File: config.mk
export PLATFORM = sky130hd
export DESIGN_NAME = half_adder
export DESIGN_NICKNAME = d
export VERILOG_FILES = /design/src/rtl/half_adder.sv
export SDC_FILE = /design/constraint.sdc
export NUM_CORES = 1
export LEC_CHECK = 0
export CAP_MARGIN = 10
export CORE_MARGIN = 5
export CORE_UTILIZATION = 34
export CTS_CLUSTER_DIAMETER = 60
export DETAILED_ROUTE_END_ITERATION = 10
export GPL_TIMING_DRIVEN = 0
export SYNTH_ARGS = -nofsm -noshare
export SYNTH_HDL_FRONTEND = slang
export SYNTH_SLANG_ARGS = --single-unit
File: constraint.sdc
create_clock -name clk -period 4 [get_ports clk]
set_clock_uncertainty 0.2 [all_clocks]
set_input_delay 0.6 -clock clk [delete_from_list [all_inputs] [get_ports clk]]
set_output_delay 0.6 -clock clk [all_outputs]
set_load 0.05 [all_outputs]
File: src/rtl/half_adder.sv
// Half adder with a registered sum/carry path and a saturating counter
// of enabled carry events.
module half_adder #(
  parameter int CNT_W = 8
) (
  input  logic             clk,
  input  logic             rst_n,
  input  logic             A,
  input  logic             B,
  output logic             S,
  output logic             Co,
  input  logic             en,
  output logic             S_r,
  output logic             Co_r,
  input  logic             cnt_clr,
  output logic [CNT_W-1:0] carry_cnt,
  output logic             cnt_sat
);

  logic             w_s;
  logic             w_co;
  logic             w_sat;
  logic             r_s;
  logic             r_co;
  logic [CNT_W-1:0] r_cnt;

  // Combinational path depends only on A/B so X on en/cnt_clr cannot leak in.
  assign w_s   = A ^ B;
  assign w_co  = A & B;
  assign w_sat = &r_cnt;

  always_ff @(posedge clk or negedge rst_n) begin
    if (!rst_n) begin
      r_s  <= 1'b0;
      r_co <= 1'b0;
    end else if (en) begin
      r_s  <= w_s;
      r_co <= w_co;
    end
  end

  // Clear wins over increment; increment stops at all-ones.
  always_ff @(posedge clk or negedge rst_n) begin
    if (!rst_n)
      r_cnt <= '0;
    else if (cnt_clr)
      r_cnt <= '0;
    else if (en && w_co && !w_sat)
      r_cnt <= r_cnt + 1'b1;
  end

  assign S         = w_s;
  assign Co        = w_co;
  assign S_r       = r_s;
  assign Co_r      = r_co;
  assign carry_cnt = r_cnt;
  assign cnt_sat   = w_sat;

endmodule

==> Word-level counts from Yosys, hierarchy flattened <==
Cells that the tools add are included.
{ "classes": {"div_mod_pow": 0, "magnitude_cmp": 0, "n_shift": 0, "reduce_logical": 5, "bitwise_logic": 2, "eq_ne": 0, "mul": 0, "add_sub_neg": 1, "n_mux": 2} }
{ "op_table": {"columns": ["operator", "count"], "rows": [
  ["$mux 8", 2],
  ["$add 8x1->8 const B", 1],
  ["$reduce_and 8->1", 1],
  ["$logic_and 1x1->1", 2],
  ["$reduce_bool 2->1", 1],
  ["$and 1x1->1", 1],
  ["$logic_not 1->1", 1],
  ["$xor 1x1->1", 1]
]} }
{ "totals": {"latch_bits": 0, "mem_bits_rw": 0, "romBits": 0, "ff_bits": 10, "input_bits": 6, "n_memories": 0, "output_inout_bits": 13} }

==> Depth between registers and ports, before layout <==
Gate-level depths: netlist of run 1.
{ "logic_depth": {"word_depth": 5, "ltp_mapped": 5, "depth_no_buf": 5} }

==> Least setup slack after synthesis of run 1 <==
No wires, ideal clock.
{ "synth_timing": {"kind": "register to output", "from": "register r_cnt[0], in the netlist carry_cnt[0]", "to": "output port cnt_sat", "t_arrival_ns": 2.278, "slack_ns": 0.922, "n_path_buf": 0, "stages_incl_launch_ff": 4, "cell_sequence": "dfrtp_1 -> ha_1 -> nand2_1 -> nor3_1"} }
{ "synth_via": {"elab_chain_len": 1} }
{ "synth_rtl": {"columns": ["element", "line_no", "text"], "rows": [
  ["from (decl)", "25", "logic [CNT_W-1:0] r_cnt;"],
  ["from (signal assigned)", "49", "r_cnt <= r_cnt + 1'b1;"],
  ["$reduce_and 8->1", "30", "assign w_sat = &r_cnt;"],
  ["to (decl)", "17", "output logic cnt_sat"]
]} }
Every way passes these cells.

==> Final worst setup path of run 1 <==
Same ends and word-level chain as after synthesis.

==> flow_summary.json, run 1 <==
{
  "outcome": "completed",
  "synth_warnings": 0,
  "syn-num-nets": 59,
  "gp_congestion": 0.749,
  "grt_usage_pct": 10.6,
  "drtPass1Iterations": 1,
  "crit_path_cell_trace": "ha_1 -> nand2_1 -> nor3_1 -> clkdlybuf4s50_1",
  "core_area_um2": 1470,
  "synth_cell_types": 25,
  "ys_ff_latch": 10,
  "cp_max_fo": 5,
  "power.leakage_nw": 0.303,
  "crit_family": "buffers and inverters",
  "vias": 454,
  "area_growth_pct": 44.3,
  "nets": 81,
  "cp-start-kind": "flip-flop",
  "hold_path_class": "reg2reg",
  "grt_max_degree": 11,
  "drive_above_1_share_pct": 11.1,
  "routed_wl_mm": 1.14,
  "postCtsSetupBuffers": 0,
  "fin_area_um2": 738,
  "nFillCells": 148,
  "final_common_cell": "clkdlybuf4s50_1",
  "worst_pin_slew_ns": 0.499,
  "n_antenna_cell": 0,
  "maxSlewHeadroom_pct": 66.6,
  "antenna_found_initial": 0,
  "clockRootBuffer": "clkbuf_4",
  "dp.final_hpwl_um": 850,
  "routed_via_density": 5.16,
  "h-tree-depth": 1,
  "syn_area_per_cell_um2": 10.0,
  "slew_viol_final": 0,
  "synthCells": 51,
  "cap_violations": 0,
  "grt_pass1_vias": 426,
  "cts_num_sinks": 10,
  "max_freq_mhz": 329,
  "grt_setup_unrepaired": "false",
  "path_class": "reg2out",
  "pin_count": 19,
  "slowest_delay_ns": 0.89,
  "post_cts_resized": 0,
  "finalHoldViolations": 0,
  "die_area_um2": 2380,
  "die_y_um": 48.8,
  "final_cell_mix": "clkdlybuf4s50_1 (17), dfrtp_1 (10), a21oi_1 (5)",
  "syn_area_um2": 512,
  "grt_pass1_wl_mm": 1.95,
  "setup_viol": 0,
  "placed_area_um2": 702,
  "crit_arrival_ns": 2.24,
  "wl_per_cell_um": 12.9,
  "cts_made_buffers": 3,
  "fin_crit_sh_pct": 76.0,
  "ant_nets": 0,
  "cp-end-kind": "output port",
  "rows": 14,
  "start_util_pct": 34.8,
  "setup_tns_ns": 0,
  "seq_area_frac_synth_pct": 48.9,
  "cts_hold_buf": 0,
  "clk_pin_slew_ns": 0.07,
  "cts_tree": "built",
  "worstSkewPairLatency_ns": 0.27,
  "overflow": 0,
  "drtIter0Drc": 0,
  "crit_slowest_cell": "clkdlybuf4s50_1",
  "drc": 0,
  "crit_buf_inv": 1,
  "period_needed_ns": 3.04,
  "die_w_um": 48.8,
  "ir_drop_uv": 148,
  "required_ns": 3.20,
  "max-clock-path-buffers": 2,
  "port_buffers": 17,
  "power_density_nw_per_um2": 327
}
-- power breakdown --
part,internal (W),switching (W),leakage [nW]
sequential,0.000104,0.00000192,0.136
combinational,0.0000154,0.0000257,0.146
clock,0.0000554,0.0000387,0.0210
-- per-stage QoR --
step / setup WS [ns] / hold WS (ns) / power, W / util, % / instances
finish: 0.959 / 0.312 / 0.000241 / 50.2 / 88
global route: 0.792 / 0.356 / 0.000257 / 50.2 / 88
CTS: 0.927 / 0.317 / 0.000247 / 50.2 / 88
detailed placement: 1.10 / 0.301 / 0.000150 / 47.7 / 84
global placement: 1.10 / 0.290 / 0.000150 / 47.7 / 84
floorplan: 0.922 / 0.104 / 0.000133 / - / 51
-- cells by family after synthesis --
kind of cell	after synthesis	synth area share (%)
compound gates	11	13.0
fa+ha+maj	2	4.89
mux	3	6.11
buf+inv	2	2.69
xor+xnor	1	1.71
simple gates	22	22.7
flops	10	48.9
-- state kept, by name, indices dropped and copies added, names as in the netlist --
| name | flops |
|---|---|
| Co_r | 1 |
| S_r | 1 |
| carry_cnt | 8 |
-- final cells by class --
type | instances | area, um2 | share of cell area, %
sequential | 10 | 250 | 33.9
clock buffer | 4 | 36.3 | 4.92
multi-input combinational | 39 | 248 | 33.6
timing repair buffer | 17 | 170 | 23.1
tap | 16 | 20.0 | 2.71
buffer | 1 | 10.0 | 1.36
inverter | 1 | 3.75 | 0.508
-- worst register-to-register path, stage by stage (launching register included) --
cell and delay, ns:
dfrtp_1 0.42, ha_1 0.22, nand2_1 0.13, nor3_1 0.11, or4_1 0.47, a21oi_1 0.15
-- layer usage --
metal | global-route usage [%] | vias up | share of wire, % | wire length, um
met2 | 15.9 | 13 | 45 | 513
met1 | 13.0 | 209 | 47 | 532
li1 | - | 229 | - | -
met4 | 2.69 | 0 | 0.70 | 8
met5 | 0 | - | 0 | 0
met3 | 5.81 | 3 | 7.1 | 81
-- cells in the mapped netlist --
| cell | n | share of area, % |
|---|---|---|
| o31ai_1 | 2 | 2.9 |
| ha_1 | 2 | 4.9 |
| inv_1 | 1 | 0.73 |
| nor4_1 | 1 | 1.2 |
| or3_1 | 1 | 1.2 |
| and2_2 | 1 | 1.5 |
| nand2_1 | 4 | 2.9 |
| or4_1 | 1 | 1.5 |
| a311oi_1 | 1 | 1.7 |
| xor2_1 | 1 | 1.7 |
| o21a_1 | 1 | 1.5 |
| o21ai_0 | 2 | 2.0 |
| and4_1 | 1 | 1.7 |
| nor3_1 | 3 | 2.9 |
| mux2_2 | 1 | 2.2 |
| clkdlybuf4s25_2 | 1 | 2.0 |
| dfrtp_1 | 10 | 49 |
| a21oi_1 | 5 | 4.9 |
| nor2_1 | 4 | 2.9 |
| nor2b_1 | 1 | 1.2 |
| and3_1 | 1 | 1.2 |
| mux2i_1 | 2 | 3.9 |
| or2_1 | 1 | 1.2 |
| nand2_2 | 1 | 1.2 |
| nand3_1 | 2 | 2.0 |
-- final timing paths --
check | startpoint | to | slack, ns | cells after the start
min | S_r$_DFFE_PN0P_ | S_r$_DFFE_PN0P_ | 0.31 | 1
max reg2reg | carry_cnt[0]$_DFFE_PN0P_ | carry_cnt[5]$_DFFE_PN0P_ | 2.24 | 5
min in group asynchronous | rst_n | Co_r$_DFFE_PN0P_ | 0.44 | 1
max | carry_cnt[0]$_DFFE_PN0P_ | cnt_sat | 0.96 | 4
min reg2reg | S_r$_DFFE_PN0P_ | S_r$_DFFE_PN0P_ | 0.31 | 1
max in group asynchronous | rst_n | carry_cnt[0]$_DFFE_PN0P_ | 2.84 | 1
(Power assumes the default switching activity.)
==> inputs of run 2 (changes only) <==
- clock period: 4 -> 3.1 ns (I/O delays scaled with it)
==> results of run 2 <==
The final DEF is identical to that of run 1. Status: completed.
Among the figures that moved: setup slack after placement 1.10 ns -> 0.472 ns; setup slack after layout 0.959 ns -> 0.194 ns; hold slack 0.312 ns -> 0.304 ns; register-to-register setup slack 2.24 ns -> 1.34 ns; total power 0.000241 W -> 0.000311 W; worst IR drop on VDD 148 uV -> 191 uV
==> inputs of run 3 (changes only) <==
- ABC_AREA: unset -> 1
- CORE_ASPECT_RATIO: unset -> 1.2
==> flow_summary.json, run 3 <==
{
  "outcome": "completed",
  "setup_tns_ns": 0,
  "syn_area_per_cell_um2": 7.98,
  "port_buffers": 18,
  "path_common_cell": "nand2_2",
  "rows": 16,
  "slowest_delay_ns": 0.79,
  "synth_cell_types": 18,
  "ir_drop_uv": 194,
  "ant_nets": 0,
  "power_density_nw_per_um2": 351,
  "p_sw_share_pct": 29.5,
  "routed_via_density": 4.75,
  "gp_congestion": 0.792,
  "cp-start-kind": "flip-flop",
  "h-tree-depth": 1,
  "synth_simple_gate_area_share_pct": 34.5,
  "final_cell_mix": "nand2_1 (23), clkdlybuf4s50_1 (18), dfrtp_1 (10)",
  "period_needed_ns": 2.73,
  "crit_family": "buffers and inverters",
  "cp-end-kind": "output port",
  "cts_tree": "built",
  "synth_top_area_cell": "dfrtp_1",
  "vias": 537,
  "syn-num-nets": 82,
  "worstSkewPairLatency_ns": 0.26,
  "routed_wl_mm": 1.28,
  "setup_viol": 0,
  "cp_max_fo": 5,
  "required_ns": 2.43,
  "postCtsSetupBuffers": 0,
  "clkPwrFrac_pct": 30.8,
  "power.leakage_nw": 0.409,
  "synthTopCellsByArea": "dfrtp_1 (42%), nand2_1 (15%), nand3_1 (7.6%)",
  "max-clock-path-buffers": 2,
  "synth_top_family_by_area": "simple AND/OR/NAND/NOR gates",
  "largest_register_ffs": 8,
  "drc": 0,
  "area_growth_pct": 38.1,
  "grt_max_degree": 11,
  "clk_pin_slew_ns": 0.06,
  "core_area_um2": 1640,
  "synth_common_cells": "nand2_1 (23), dfrtp_1 (10), inv_1 (9), nand3_1 (9), xor2_1 (4)",
  "p_switching_w": 0.0000845,
  "synth-compound-area-share_pct": 3.18,
  "antenna_found_initial": 0,
  "pin_count": 19,
  "synth-edff-count": 0,
  "ys_ff_latch": 10,
  "syn_area_um2": 591,
  "ys_async_sr_fraction_pct": 100,
  "die_y_um": 55.7,
  "start_util_pct": 36.0,
  "final_common_cell": "nand2_1",
  "seq_area_frac_synth_pct": 42.4,
  "intPower_w": 0.000202,
  "die_area_um2": 2670,
  "grt_usage_pct": 11.6,
  "seqPwrFrac_pct": 48.2,
  "synth_most_common_cell": "nand2_1",
  "drive_above_1_share_pct": 12.6,
  "max_freq_mhz": 366,
  "nets": 105,
  "cts_hold_buf": 0,
  "finalHoldViolations": 0,
  "synthAdderAreaFrac_pct": 4.24,
  "die_w_um": 48.0,
  "drtIter0Drc": 11,
  "synthXorXnorAreaFrac_pct": 7.42,
  "crit_path_cell_trace": "ha_1 -> nand2_2 -> nor2_4 -> nand2_2 -> inv_1 -> clkdlybuf4s50_1",
  "grt_setup_unrepaired": "false",
  "maxSlewHeadroom_pct": 66.8,
  "crit_slowest_cell": "clkdlybuf4s50_1",
  "path_class": "reg2out",
  "clockRootBuffer": "clkbuf_4",
  "grt_pass1_wl_mm": 2.27,
  "grt_pass1_vias": 513,
  "total_power_w": 0.000286,
  "worst_pin_slew_ns": 0.497,
  "synth_top_area_share_pct": 42.4,
  "drtPass1Iterations": 4,
  "cap_violations": 0,
  "overflow": 0,
  "slew_viol_final": 0,
  "hold_path_class": "reg2reg",
  "synthCells": 74,
  "ys.flop_type": "dfrtp_1",
  "cts_made_buffers": 3,
  "cts_num_sinks": 10,
  "pwr-share-comb_pct": 21.0,
  "crit_arrival_ns": 2.06,
  "wl_per_cell_um": 11.3,
  "crit_buf_inv": 2,
  "synth_warnings": 0,
  "fin_crit_sh_pct": 88.0,
  "synthMuxAreaShare_pct": 1.91,
  "n_antenna_cell": 0,
  "post_cts_resized": 0,
  "dp.final_hpwl_mm": 1.02
}
==> run 3: routing by layer <==
layer / GRT usage [%] / share of wire [%]
met1: 16.1 / 47
met2: 15.7 / 45
met3: 1.62 / 4.3
met4: 8.08 / 3.9
met5: 0 / 0
==> run 3: power by group through the flow <==
stage	clock network, W	logic, W	registers, W
floorplan	0	0.0000202	0.000156
global placement	0	0.0000606	0.000140
detailed placement	0	0.0000609	0.000140
CTS	0.0000914	0.0000610	0.000138
global route	0.0000967	0.0000642	0.000139
finish	0.0000880	0.0000602	0.000138
==> run 3: area by class of cell <==
type	instances	area, um2
Fill cell	161	826
Tap cell	18	22.5
Timing Repair Buffer	18	180
Multi-Input combinational cell	54	303
Inverter	10	37.5
Sequential cell	10	250
Clock buffer	3	22.5
==> run 3: kinds of logic (layout without fill, tap and decap cells) <==
| logic type | Yosys count | count (layout) |
|---|---|---|
| buffers and inverters | 10 | 31 |
| and+or+nand+nor | 43 | 43 |
| AOI/OAI and AO/OA | 3 | 3 |
| xor gates and xnor gates | 5 | 5 |
| DFF | 10 | 10 |
| muxes | 1 | 1 |
| adders and majority gates | 2 | 2 |
==> run 3: path summary, 6_finish.rpt <==
check / cells after the start / endpoint / start / slack (ns)
worst max-delay path: 6 / cnt_sat / carry_cnt[0]$_DFFE_PN0P_ / 0.37
worst min-delay path: 1 / S_r$_DFFE_PN0P_ / S_r$_DFFE_PN0P_ / 0.30
worst max register to register: 8 / carry_cnt[5]$_DFFE_PN0P_ / carry_cnt[0]$_DFFE_PN0P_ / 1.52
worst min register to register: 1 / S_r$_DFFE_PN0P_ / S_r$_DFFE_PN0P_ / 0.30
max in group asynchronous: 1 / carry_cnt[5]$_DFFE_PN0P_ / rst_n / 2.06
min in group asynchronous: 1 / carry_cnt[2]$_DFFE_PN0P_ / rst_n / 0.32
==> run 3: worst reg2reg max path, cell delays in order, from the launching register on <==
cell     delay [ns]
dfrtp_1        0.41
ha_1           0.26
nand2_2        0.10
nor2_4         0.05
nand2_2        0.09
nand2_4        0.07
nor2_2         0.20
nand2_1        0.09
nand2_1        0.06
==> run 3: metrics by stage <==
stage               hold slack, ns  worst slack, ns  instance area (um2)  utilization, %  cells
floorplan                  -0.0306            0.861                  591               -     74
finish                       0.305            0.371                  816            49.7    113
global route                 0.338            0.248                  816            49.7    113
detailed placement           0.299            0.469                  793            48.3    110
global placement             0.290            0.479                  793            48.3    110
CTS                          0.313            0.354                  816            49.7    113
==> edit (flow settings as in run 3) <==
Register the inputs `A`, `B`, `en` and `cnt_clr` before use, cleared by the reset. The logic sees them one clock later. Comments in the files are not updated.
--- a/src/rtl/half_adder.sv
+++ b/src/rtl/half_adder.sv
@@ -19,2 +19,21 @@
 
+  logic A_q;
+  logic B_q;
+  logic en_q;
+  logic cnt_clr_q;
+
+  always_ff @(posedge clk or negedge rst_n) begin
+    if (!rst_n) begin
+      A_q       <= '0;
+      B_q       <= '0;
+      en_q      <= '0;
+      cnt_clr_q <= '0;
+    end else begin
+      A_q       <= A;
+      B_q       <= B;
+      en_q      <= en;
+      cnt_clr_q <= cnt_clr;
+    end
+  end
+
   logic             w_s;
@@ -27,4 +46,4 @@
   // Combinational path depends only on A/B so X on en/cnt_clr cannot leak in.
-  assign w_s   = A ^ B;
-  assign w_co  = A & B;
+  assign w_s   = A_q ^ B_q;
+  assign w_co  = A_q & B_q;
   assign w_sat = &r_cnt;
@@ -35,3 +54,3 @@
       r_co <= 1'b0;
-    end else if (en) begin
+    end else if (en_q) begin
       r_s  <= w_s;
@@ -45,5 +64,5 @@
       r_cnt <= '0;
-    else if (cnt_clr)
+    else if (cnt_clr_q)
       r_cnt <= '0;
-    else if (en && w_co && !w_sat)
+    else if (en_q && w_co && !w_sat)
       r_cnt <= r_cnt + 1'b1;
Formal check against the unedited RTL: not equivalent (a bounded check fails within 4 cycles, from zero or initial values and one cycle with rst_n low).
==> edit against run 3 <==
Register-to-register slack got worse by 0.03 ns; area after synthesis rose by 17%; largest cell class is now sequential cells; sequential cell count rose by 4; critical path type unchanged; maximum frequency fell by 1.3%; worst setup slack got worse by 0.036 ns; count of clock-buffer cells in the layout rose by 1; design area rose by 14%; total power rose by 35%; die area rose by 14%; wire length rose by 10%; worst hold slack improved by 0.0049 ns; sequential power rose by 41%.
==> edit: results (changes against run 3) <==
- DR vias/cell: 4.61 (-2.9%)
- Gpl congestion: 0.779 (-1.7%)
- CTS Root Cell: clkbuf_4
- Top cells by area, synth: dfrtp_1 51%, nand2_1 13%, nand3_1 6.5%, xor2_1 5.1%, inv_1 4.9%
- DP HPWL: 1.06 mm (+4.5%)
- Ys async rst share: 100% (unchanged)
- Crit path max-delay cell type: clkdlybuf4s50_1
- Tot GR Track Use: 11.4% (-0.20 points)
- CTS Buf Count: 3 (unchanged)
- Syn avg cell area: 8.85 µm² (+11%)
- Share of cells above drive strength 1: 13.0% (+0.37 points)
- Min-Delay Endpoint: Co_r
- Hold path cells: 1 (unchanged)
- R2r startpoint: carry_cnt[0]
- N_diodes: 0 (unchanged)
- Outcome: finished, final reports clean
- Place WS: 0.640 ns (+0.171 ns)
- CTS tree: built
- Peak VDD IR: 235 µV (+21%)
- H-tree Lvls: 1 (unchanged)
- Slew @ Worst Pin: 0.603 ns (+0.106 ns)
- Flop-to-flop setup slack: 1.49 ns (-0.03 ns)
- Arrival time at the worst endpoint: 2.10 ns (+0.04 ns)
- Max FO, Critical Path: 5 (unchanged)
- Initial antenna violation count: 0 (unchanged)
- Final net count: 109 (+3.8%)
- Syn. warnings: 0 (unchanged)
- HP Start: en_q
- Mapped Nets: 86 (+4.9%)
- Clock transition at path regs: 0.08 ns (+0.02 ns)
- Pleak: 0.463 nW (+13%)
- Yosys cell types: 18 (unchanged)
- Hold crit path type: reg -> reg
- Number of global-route vias before repair: 559 (+9.0%)
- Synth cell count leaders: 23 x nand2_1, 14 x dfrtp_1, 9 x inv_1, 9 x nand3_1, 4 x xor2_1
- Number of buffers added on ports: 18 (unchanged)
- Worst-Skew Late Latency: 0.29 ns (+0.03 ns)
- CTS max path bufs: 2 (unchanged)
- 1st-iter DRT viols: 4 (-7)
- Reg2reg path depth: 7 (-1)
- Number of flip-flops under the largest register name: 8 (unchanged)
- First-pass GRT wire length: 2.50 mm (+10%)
- Largest net degree at the start of global routing: 15 (+4)
- Sw frac: 27.0% (-2.5 points)
- Drt pass-1 iters: 4 (unchanged)
- Drt wl/cell: 11.8 µm (+4.5%)
- Seq/Total Area, Yosys: 50.7% (+8.4 points)
- R2R Path End: carry_cnt[7]
- Non-filler instance count after layout: 119 (+5.3%)
- Prevailing post-synth register cell: dfrtp_1
- Crit path largest cell delay: 0.79 ns (about the same)
edit: cell types whose count changed in the layout (fill, tap and decap cells not counted):
| cell | delta |
|---|---|
| clkbuf_8 | +1 |
| dfrtp_1 | +4 |
edit: cell families (layout without fill, tap and decap cells):
logic type / Yosys count / count (layout) / synth area share (%)
xor gates and xnor gates: 5 / 5 / 6.34
buffers and inverters: 10 / 32 / 5.43
DFF: 14 / 14 / 50.7
and+or+nand+nor: 43 / 43 / 29.5
muxes: 1 / 1 / 1.63
AOI/OAI and AO/OA: 3 / 3 / 2.72
adders and majority gates: 2 / 2 / 3.62
edit: worst max-delay path by stage:
stage,start,end,slack (ns),depth (start not counted)
finish,carry_cnt[0],cnt_sat,0.33,6
global route,carry_cnt[0],cnt_sat,0.20,6
CTS,carry_cnt[0],cnt_sat,0.30,6
detailed placement,carry_cnt[0],cnt_sat,0.64,6
global placement,carry_cnt[0],cnt_sat,0.65,6
floorplan,carry_cnt[0],cnt_sat,0.86,5
edit: worst max-delay path: cells and delay by family, from the launching register on:
kind          cells  cell delay [ns]
fa+ha+maj         1             0.24
buf+inv           2             0.85
simple gates      3             0.31
flops             1             0.41
edit: area by class of cell:
type / instances / area (µm²)
clock buffers: 4 / 36.3
fillers: 173 / 962
repair buffers: 18 / 180
inverters: 10 / 37.5
well taps: 19 / 23.8
multi-input cells: 54 / 303
flip-flops and latches: 14 / 350
edit: stage by stage:
stage | utilization, % | area, µm² | hold slack (ns) | power [mW]
after floorplan | - | 691 | -0.0306 | 0.233
after global placement | 47.3 | 895 | 0.290 | 0.259
after detailed placement | 47.3 | 895 | 0.304 | 0.259
after CTS | 49.2 | 931 | 0.317 | 0.396
after global routing | 49.2 | 931 | 0.346 | 0.412
final | 49.2 | 931 | 0.309 | 0.387
edit: power by group through the flow:
stage                     Clock (mW)  Sequential, mW  Combinational [mW]
after floorplan                    0           0.213              0.0201
after global placement             0           0.198              0.0605
after detailed placement           0           0.198              0.0607
after CTS                      0.141           0.195              0.0608
after global routing           0.152           0.196              0.0639
final                          0.133           0.195              0.0598
edit: layer usage:
metal,up-vias,part of all wire (%),global-route usage [%]
met3,5,4.3,3.02
met4,0,3.8,10.0
met5,-,0,0
li1,286,-,-
met2,11,46,16.6
met1,247,46,13.6
